<file path="src/rtl/pci_rr_arbiter.sv">
// pci_rr_arbiter: central round-robin REQ#/GNT# arbiter for a shared PCI-style bus.
// Tracks bus ownership from the global FRAME#/IRDY# pair. At most one grant is
// active at any time, and every hand-over passes through an all-ones gnt_n cycle.
// Grants that go unused for GNT_TIMEOUT cycles are revoked.
// Optional feature: define PCI_ARB_PARK_EN to park the grant on PARK_MASTER
// whenever nobody requests. When the macro is undefined, no PARK state exists.
module pci_rr_arbiter #(
  parameter int N_MASTERS   = 8,
  parameter int GNT_TIMEOUT = 16,
  parameter int PARK_MASTER = 0
) (
  input  logic                         clk,
  input  logic                         rst_n,
  input  logic [N_MASTERS-1:0]         req_n,
  input  logic                         frame_n,
  input  logic                         irdy_n,
  output logic [N_MASTERS-1:0]         gnt_n,
  output logic [$clog2(N_MASTERS)-1:0] owner,
  output logic                         owner_valid,
  output logic                         timeout_pulse
);

  localparam int PW = $clog2(N_MASTERS);
  localparam int TW = $clog2(GNT_TIMEOUT) + 1;
  localparam logic [TW-1:0] T_LAST = TW'(GNT_TIMEOUT - 1);

  // Elaboration-time sanity check on the configuration
  generate
    if (N_MASTERS < 2 || N_MASTERS > 16 || GNT_TIMEOUT < 2 ||
        PARK_MASTER < 0 || PARK_MASTER >= N_MASTERS) begin : g_bad_params
      $error("pci_rr_arbiter: parameter out of range");
    end
  endgenerate

`ifdef PCI_ARB_PARK_EN
  typedef enum logic [2:0] {S_IDLE, S_GRANT, S_BUSY, S_TURN, S_PARK} state_e;
  localparam logic [N_MASTERS-1:0] PARK_OH  = N_MASTERS'(1) << PARK_MASTER;
  localparam logic [PW-1:0]        PARK_IDX = PW'(PARK_MASTER);
`else
  typedef enum logic [1:0] {S_IDLE, S_GRANT, S_BUSY, S_TURN} state_e;
`endif

  state_e                 state_q, state_d;
  logic [PW-1:0]          ptr_q, ptr_d;
  logic [TW-1:0]          timer_q, timer_d;
  logic [N_MASTERS-1:0]   gnt_n_q, gnt_n_d;
  logic [PW-1:0]          owner_q, owner_d;
  logic                   owner_valid_q, owner_valid_d;
  logic                   timeout_pulse_q, timeout_pulse_d;

  logic                   bus_idle;
  logic [PW-1:0]          win_idx;
  logic                   win_any;
  logic [N_MASTERS-1:0]   win_oh;

  assign bus_idle = frame_n & irdy_n;

  // Round-robin search: the first requester after ptr, wrapping modulo N_MASTERS
  always_comb begin
    int            idx;
    logic [PW-1:0] cand;
    win_idx = ptr_q;
    win_any = 1'b0;
    idx     = 0;
    cand    = '0;
    for (int k = 1; k <= N_MASTERS; k++) begin
      idx  = (int'(ptr_q) + k) % N_MASTERS;
      cand = PW'(idx);
      if (!win_any && !req_n[cand]) begin
        win_any = 1'b1;
        win_idx = cand;
      end
    end
    win_oh = N_MASTERS'(1) << win_idx;
  end

  // Next-state and registered-output logic for the ownership FSM
  always_comb begin
    state_d         = state_q;
    ptr_d           = ptr_q;
    timer_d         = timer_q;
    gnt_n_d         = gnt_n_q;
    owner_d         = owner_q;
    owner_valid_d   = owner_valid_q;
    timeout_pulse_d = 1'b0;

    case (state_q)
      S_IDLE: begin
        gnt_n_d = '1;
        if (!frame_n) begin
          // Another agent is already on the bus, so wait for it to finish
          state_d = S_TURN;
        end else if (win_any) begin
          gnt_n_d = ~win_oh;
          owner_d = win_idx;
          timer_d = '0;
          state_d = S_GRANT;
        end
`ifdef PCI_ARB_PARK_EN
        else begin
          gnt_n_d = ~PARK_OH;
          owner_d = PARK_IDX;
          state_d = S_PARK;
        end
`endif
      end

      S_GRANT: begin
        if (!frame_n) begin
          // The grantee has started, so rotate priority past it now
          owner_valid_d = 1'b1;
          ptr_d         = owner_q;
          state_d       = S_BUSY;
        end else if (req_n[owner_q]) begin
          gnt_n_d = '1;
          state_d = S_IDLE;
        end else if (timer_q == T_LAST) begin
          // The master sat on its grant, so it loses its turn
          gnt_n_d         = '1;
          timeout_pulse_d = 1'b1;
          ptr_d           = owner_q;
          state_d         = S_IDLE;
        end else begin
          timer_d = timer_q + TW'(1);
        end
      end

      S_BUSY: begin
        // A request dropped mid-transaction is ignored; FRAME# alone ends it
        if (frame_n) begin
          gnt_n_d       = '1;
          owner_valid_d = 1'b0;
          state_d       = S_TURN;
        end
      end

      S_TURN: begin
        gnt_n_d = '1;
        if (bus_idle) state_d = S_IDLE;
      end

`ifdef PCI_ARB_PARK_EN
      S_PARK: begin
        if (!frame_n) begin
          owner_valid_d = 1'b1;
          ptr_d         = owner_q;
          state_d       = S_BUSY;
        end else if (|(~req_n & ~PARK_OH)) begin
          // Drop the park grant for one cycle before arbitrating for someone else
          gnt_n_d = '1;
          state_d = S_IDLE;
        end else if (!req_n[PARK_IDX]) begin
          timer_d = '0;
          state_d = S_GRANT;
        end
      end
`endif

      default: begin
        gnt_n_d       = '1;
        owner_valid_d = 1'b0;
        state_d       = S_IDLE;
      end
    endcase
  end

  // State and output registers; reset forces every grant high at once
  always_ff @(posedge clk or negedge rst_n) begin
    if (!rst_n) begin
      state_q         <= S_IDLE;
      ptr_q           <= PW'(N_MASTERS - 1);
      timer_q         <= '0;
      gnt_n_q         <= '1;
      owner_q         <= '0;
      owner_valid_q   <= 1'b0;
      timeout_pulse_q <= 1'b0;
    end else begin
      state_q         <= state_d;
      ptr_q           <= ptr_d;
      timer_q         <= timer_d;
      gnt_n_q         <= gnt_n_d;
      owner_q         <= owner_d;
      owner_valid_q   <= owner_valid_d;
      timeout_pulse_q <= timeout_pulse_d;
    end
  end

  assign gnt_n         = gnt_n_q;
  assign owner         = owner_q;
  assign owner_valid   = owner_valid_q;
  assign timeout_pulse = timeout_pulse_q;

endmodule

</file>
<file path="config.mk">
export PLATFORM = sky130hd
export DESIGN_NAME = pci_rr_arbiter
export DESIGN_NICKNAME = d
export VERILOG_FILES = /design/src/rtl/pci_rr_arbiter.sv
export SDC_FILE = /design/constraint.sdc
export NUM_CORES = 1
export LEC_CHECK = 0
export ABC_AREA = 1
export CORE_UTILIZATION = 40
export DETAILED_ROUTE_END_ITERATION = 8
export PLACE_DENSITY = 0.66
export SKIP_LAST_GASP = 1
export SLEW_MARGIN = 20
export SYNTH_ARGS = -nofsm -noshare
export SYNTH_HDL_FRONTEND = slang
export SYNTH_SLANG_ARGS = --single-unit
</file>
<file path="constraint.sdc">
create_clock -name clk -period 2.6 [get_ports clk]
set_input_delay 0.39 -clock clk [delete_from_list [all_inputs] [get_ports clk]]
set_output_delay 0.39 -clock clk [all_outputs]
set_load 0.005 [all_outputs]
</file>
==> qor.yml, run 1 <==
cells_and_area:
  fin_nets: 357
  diodes: 0
  regArea_sq_um: 589
  area_delta_synth_final_pct: 21.3
  design_area_sq_um: 2350
  mostFrequentLayoutCell: "nand2_1"
  multi_input_area_sq_um: 1210
  final_cell_mix: "114 x nand2_1, 41 x nor2_1, 39 x nand3_1, 26 x inv_1, 24 x clkdlybuf4s50_1"
  drive_gt1_frac: 0.159
  fillers: 463
sta:
  hold_violations: 0
  final-max-slew-violation-count: 0
  fin_skew_ns: 0.00467
  setup_violations: 0
  rsz0062_at_grt: "no"
  worst_slew_pin_slew_ns: 0.291
  relSlewSlack: 0.806
  max_freq_mhz: 411
  setup-tns-final_ns: 0
  min_period_ns: 2.43
  period_share: 0.936
critical_path:
  worstSetupStartpoint: "ptr_q[1]"
  reg2reg_depth: 15
  regToRegSetupSlack_ns: 0.17
  crit_arrival_ns: 2.58
  startpoint_type: "flop"
  timing.rr.start: "ptr_q[1]"
  reg2reg_to: "timer_q[2]"
  worstSetupPathType: "flop to flop"
  end_kind: "flop"
  cp_max_fo: 9
  required_ns: 2.75
  cp-endpoint: "timer_q[2]"
yosys:
  synth_area_sq_um: 1940
  synth_warnings: 0
  yosysTopAreaCellShare: 0.221
  synth-seq-cells: 23
  yosys.cell_types.count: 28
  syn_inst: 306
  syn_nets: 322
  ys_seq_area_frac: 0.304
  synth_area_leaders: "nand2_1 22%, dfrtp_1 16%, dfstp_2 15%, nand3_1 10%, nor2_1 7.9%"
  synth_top_area_cell: "nand2_1"
  synth.avg_cell_area_sq_um: 6.33
floorplan:
  rows: 24
  io_pins: 25
  dieArea_sq_um: 5120
  start_util: 0.430
  core_area_sq_um: 4500
  die_x_um: 71.6
  dieHeight_um: 71.6
drt:
  drt-total-wl_um: 4710
  routedWlPerCell_um: 12.0
  vias_per_cell: 5.08
  dr_total_vias: 1991
  drtIter0Drc: 151
  firstDrtPassIters: 4
  route.antenna.remaining_nets: 0
  route.detailed.drc: 0
power:
  ir_worst_vdd_mv: 0.637
  powerDensity_nw_per_um2: 1530
  leakagePower_nw: 1.16
placement:
  io_buffers: 24
  place_hpwl_um: 3830
  postPlaceCellArea_sq_um: 2280
  gp_congestion: 0.818
clocking:
  cts-root-buf: "clkbuf_8"
  clk_path_buf_depth: 2
  cts_hold_buffers: 0
  clock_latency_ns: 0.26
  cts_tree: "built"
  numCtsBuffers: 3
  clk_pin_slew_worst_paths_ns: 0.08
  clock_sinks: 23
  h-tree-depth: 1
min_path:
  holdCritPathClass: "input pin to asynchronous set/reset pin"
run:
  maxCapViolations: 0
global_routing:
  grt_pass1_vias: 1839
  grt_usage: 0.209
  grt_pass1_wl_um: 8360
  antenna_found_initial: 0
  grt_overflow: 0
  grt_max_degree: 24
run_status:
  status: "finished clean"
-- kinds of logic after synthesis --
group	Yosys count	share of synthesized area
simple gates	217	0.519
compound gates	22	0.0640
fa+ha+maj	4	0.0258
buf+inv	38	0.0775
xor+xnor	2	0.00905
flops	23	0.304
-- state kept, by name, summed over array words and instances, names as in the netlist --
signal,count
gnt_n,8
owner_valid,1
owner,3
timer_q,5
timeout_pulse,1
ptr_q,3
state_q,2
-- cell usage after synthesis (all sizes together) --
| cell | count |
|---|---|
| a21oi | 2 |
| buf | 2 |
| clkbuf | 1 |
| clkinv | 1 |
| dfrtp | 12 |
| dfstp | 11 |
| ha | 4 |
| inv | 34 |
| nand2 | 122 |
| nand3 | 45 |
| nand4 | 6 |
| nor2 | 44 |
| o21ai | 18 |
| o22ai | 2 |
| xnor2 | 1 |
| xor2 | 1 |
-- worst min-delay path by stage --
stage	start	to	slack (ns)	cells after the start
2_1_floorplan	rst_n	owner[0]	0.09	0
3_3_place_gp	owner_valid	owner_valid	0.49	2
3_5_place_dp	owner_valid	owner_valid	0.49	2
4_1_cts	rst_n	timeout_pulse	0.47	2
5_1_grt	rst_n	timer_q[4]	0.50	2
6_report	rst_n	owner_valid	0.47	2
-- report_power, final --
group,switching (W),total (W),internal (W)
clock network,0.000109,0.000219,0.000109
registers,0.000120,0.000637,0.000517
logic,0.00176,0.00273,0.000976
-- worst max-delay path, stage by stage, from the launching register on --
cell     delay, ns
dfstp_2       0.54
inv_2         0.09
ha_4          0.32
inv_2         0.07
nand3_1       0.12
nand3_2       0.12
nand2_4       0.13
nand3_4       0.10
nor2_8        0.14
nand4_2       0.15
nor2_4        0.17
nand2_2       0.08
nand2_4       0.09
inv_2         0.07
nand2_1       0.08
a21oi_2       0.05
-- routing by layer --
metal	routed length [um]	global-route usage	vias to the layer above	part of all wire
li1	-	-	1043	-
met1	2360	0.303	894	0.50
met2	2050	0.323	47	0.44
met3	251	0.0366	7	0.053
met4	49	0.0545	0	0.010
met5	0	0	-	0
-- cell type report --
class,instances,share of cell area
Inverter,35,0.0559
Multi-Input combinational cell,245,0.515
Clock buffer,4,0.0192
Timing Repair Buffer,33,0.131
Sequential cell,23,0.251
Tap cell,52,0.0277
-- per-stage QoR --
| step | setup slack [ns] | total power (W) | cells | hold WS [ns] | util |
|---|---|---|---|---|---|
| 6_report | 0.167 | 0.00359 | 392 | 0.469 | 0.521 |
| 5_1_grt | 0.00504 | 0.00402 | 392 | 0.496 | 0.521 |
| 4_1_cts | 0.0491 | 0.00350 | 390 | 0.469 | 0.515 |
| 3_5_place_dp | 0.0694 | 0.00326 | 386 | 0.492 | 0.505 |
| 3_3_place_gp | 0.141 | 0.00324 | 386 | 0.487 | 0.505 |
| 2_1_floorplan | 0.157 | 0.00257 | 306 | 0.0944 | - |
-- timing repair --
item,CTS,global route
setup buffers,0,2
endpoints found under the hold margin,0,0
resized for setup,0,2
endpoints found under the setup margin,0,18
Note: power is estimated with default switching activity, not from simulation.
==> inputs of run 2 (changes only) <==
--- a/config.mk
+++ b/config.mk
@@ -6,9 +6,12 @@
 export NUM_CORES = 1
 export LEC_CHECK = 0
 export ABC_AREA = 1
+export CORE_MARGIN = 2
 export CORE_UTILIZATION = 40
 export DETAILED_ROUTE_END_ITERATION = 8
 export PLACE_DENSITY = 0.66
+export RECOVER_POWER = 25
+export SETUP_SLACK_MARGIN = 0.3
 export SKIP_LAST_GASP = 1
 export SLEW_MARGIN = 20
 export SYNTH_ARGS = -nofsm -noshare
==> run 2 against run 1 <==
Global-route usage is 1.3 points lower; fmax is 2.7% higher; critical path depth is 2 lower; final area is 11% higher; count of clock-buffer cells in the layout is 1 lower; first-iteration DRC count is 26% higher; critical path type unchanged; largest cell class unchanged.
==> qor.yml, run 2 (synthesized netlist as in run 1, its figures left out) <==
run_status:
  status: "finished clean"  # unchanged
critical_path:
  cp_max_fo: 7  # was 9
  critical_path.top_delay_family: "simple AND/OR/NAND/NOR gates"  # unchanged
  worstSetupPathType: "flop to flop"  # unchanged
  cp_cell_sequence: "clkinv_4 -> ha_4 -> nand3_1 -> nand2_1 -> nand2_1 -> nand2_2 -> inv_2 -> nand4_4 -> nor2_4 -> nor2_4 -> nand3_4 -> nor2_1 -> nor2_1"  # was inv_2 -> ha_4 -> inv_2 -> nand3_1 -> nand3_2 -> nand2_4 -> nand3_4 -> nor2_8 -> nand4_2 -> nor2_4 -> nand2_2 -> nand2_4 -> inv_2 -> nand2_1 -> a21oi_2
  regToRegSetupSlack_ns: 0.23  # was 0.17 ns
  required_ns: 2.80  # was 2.75 ns
  crit_arrival_ns: 2.57  # was 2.58 ns
  crit_path_top_delay_cell: "dfstp_2"  # unchanged
  cp.depth: 13  # was 15
  reg2reg_depth: 13  # was 15
  reg2reg_to: "gnt_n[7]"  # was timer_q[2]
  crit_buf_inv: 2  # was 3
  timing.rr.start: "ptr_q[1]"  # unchanged
  cpPeakStageDelay_ns: 0.57  # was 0.54 ns
  startpoint_type: "flop"  # unchanged
  end_kind: "flop"  # unchanged
sta:
  min_period_ns: 2.37  # was 2.43 ns
  relSlewSlack: 0.172  # was 0.806
  final-max-slew-violation-count: 0  # unchanged
  setup_slack_ns: 0.230  # was 0.167 ns
  period_share: 0.912  # was 0.936
  setup_violations: 0  # unchanged
  setup-tns-final_ns: 0  # unchanged
  worst_slew_pin_slew_ns: 1.24  # was 0.291 ns
  hold_violations: 0  # unchanged
  fin_skew_ns: 0.00265  # was 0.00467 ns
  max_freq_mhz: 422  # was 411 MHz
  rsz0062_at_grt: "yes"  # was no
drt:
  drt-total-wl_um: 5180  # was 4710 um
  routedWlPerCell_um: 13.0  # was 12.0 um
  dr_total_vias: 2083  # was 1,991
  route.antenna.remaining_nets: 0  # unchanged
  drtIter0Drc: 190  # was 151
  route.detailed.drc: 0  # unchanged
  vias_per_cell: 5.25  # was 5.08
  firstDrtPassIters: 5  # was 4
placement:
  place_hpwl_um: 3830  # about the same
  dpl_worst_slack_ns: 0.161  # was 0.0694 ns
  io_buffers: 24  # unchanged
  postPlaceCellArea_sq_um: 2310  # was 2280 sq um
  gp_congestion: 0.963  # was 0.818
clocking:
  cts_tree: "built"  # unchanged
  cts-root-buf: "clkbuf_8"  # unchanged
  clock_sinks: 23  # unchanged
  clk_pin_slew_worst_paths_ns: 0.08  # about the same
  clock_latency_ns: 0.26  # about the same
  clk_path_buf_depth: 2  # unchanged
  numCtsBuffers: 3  # unchanged
  h-tree-depth: 1  # unchanged
min_path:
  whs_endpoint: "gnt_n[6]"
  worstHoldStart: "gnt_n[6]"
  min_path_cells: 2
  holdCritPathClass: "flop to flop"  # was input pin to asynchronous set/reset pin
cells_and_area:
  area_delta_synth_final_pct: 34.4  # was 21.3%
  mostFrequentLayoutCell: "nand2_1"  # unchanged
  final_cell_mix: "96 x nand2_1, 40 x nor2_1, 28 x nand3_1, 25 x inv_1, 23 x clkdlybuf4s50_1"  # was 114 x nand2_1, 41 x nor2_1, 39 x nand3_1, 26 x inv_1, 24 x clkdlybuf4s50_1
  largest_reg_flops: 8  # unchanged
  fin_nets: 360  # was 357
  diodes: 0  # unchanged
  design_area_sq_um: 2600  # was 2350 sq um
  drive_gt1_frac: 0.265  # was 0.159
global_routing:
  grt_pass1_wl_um: 8360  # about the same
  antenna_found_initial: 0  # unchanged
  grt_overflow: 0  # unchanged
  grt_max_degree: 24  # unchanged
  grt_usage: 0.196  # was 0.209
  grt_pass1_vias: 1866  # was 1,839
floorplan:
  die_x_um: 73.6  # was 71.6 um
  core_area_sq_um: 4690  # was 4500 sq um
  io_pins: 25  # unchanged
  rows: 25  # was 24
  dieArea_sq_um: 5410  # was 5120 sq um
  start_util: 0.413  # was 0.430
  dieHeight_um: 73.6  # was 71.6 um
run:
  maxCapViolations: 0  # unchanged
run 2: cell types whose count changed in the layout (fill, tap and decap cells not counted), sizes merged:
cell,delta
buf,+2
clkinv,+2
clkdlybuf4s50,-1
dlygate4sd3,+1
inv,-1
run 2: final cells by class:
type | count | area [sq um]
Multi-Input combinational cell | 245 | 1410
Fill cell | 438 | 2090
Inverter | 35 | 151
Timing Repair Buffer | 36 | 334
Clock inverter | 1 | 5.00
Tap cell | 54 | 67.6
Sequential cell | 23 | 589
Clock buffer | 3 | 41.3
run 2: how the worst max path moves through the flow:
stage | end | slack (ns) | start
floorplan | timer_q[3] | 0.30 | ptr_q[0]
global placement | timer_q[3] | 0.17 | req_n[6]
detailed placement | timer_q[2] | 0.16 | req_n[6]
CTS | timer_q[3] | 0.30 | ptr_q[1]
global route | gnt_n[7] | 0.12 | ptr_q[1]
finish | gnt_n[7] | 0.23 | ptr_q[1]
run 2: timing repair:
item                                    in CTS  in global routing
setup buffers                                3                  4
resized for setup                            3                 48
pin swaps                                    5                 13
hold buffers                                 0                  0
gates cloned                                 0                  0
endpoints found under the setup margin      18                 18
run 2: through the flow:
| step | hold slack, ns | utilization | cells |
|---|---|---|---|
| detailed placement | 0.489 | 0.492 | 386 |
| finish | 0.505 | 0.555 | 397 |
| global placement | 0.490 | 0.492 | 386 |
| floorplan | 0.0944 | - | 306 |
| CTS | 0.475 | 0.507 | 393 |
| global route | 0.527 | 0.555 | 397 |
run 2: worst register-to-register path, cell delays in order (launching register included):
cell,delay [ns]
dfstp_2,0.57
clkinv_4,0.07
ha_4,0.33
nand3_1,0.17
nand2_1,0.15
nand2_1,0.10
nand2_2,0.13
inv_2,0.09
nand4_4,0.10
nor2_4,0.06
nor2_4,0.21
nand3_4,0.14
nor2_1,0.14
nor2_1,0.05
run 2: routing by layer:
metal | GRT usage | part of all wire | vias up
met4 | 0.0566 | 0.017 | 0
li1 | - | - | 1051
met5 | 0 | 0 | -
met1 | 0.267 | 0.44 | 939
met3 | 0.0165 | 0.058 | 10
met2 | 0.329 | 0.49 | 83
Power of run 2 is left out: the tool's default activity adds up to more than one toggle a clock period on the data nets, which glitch-free logic cannot reach.
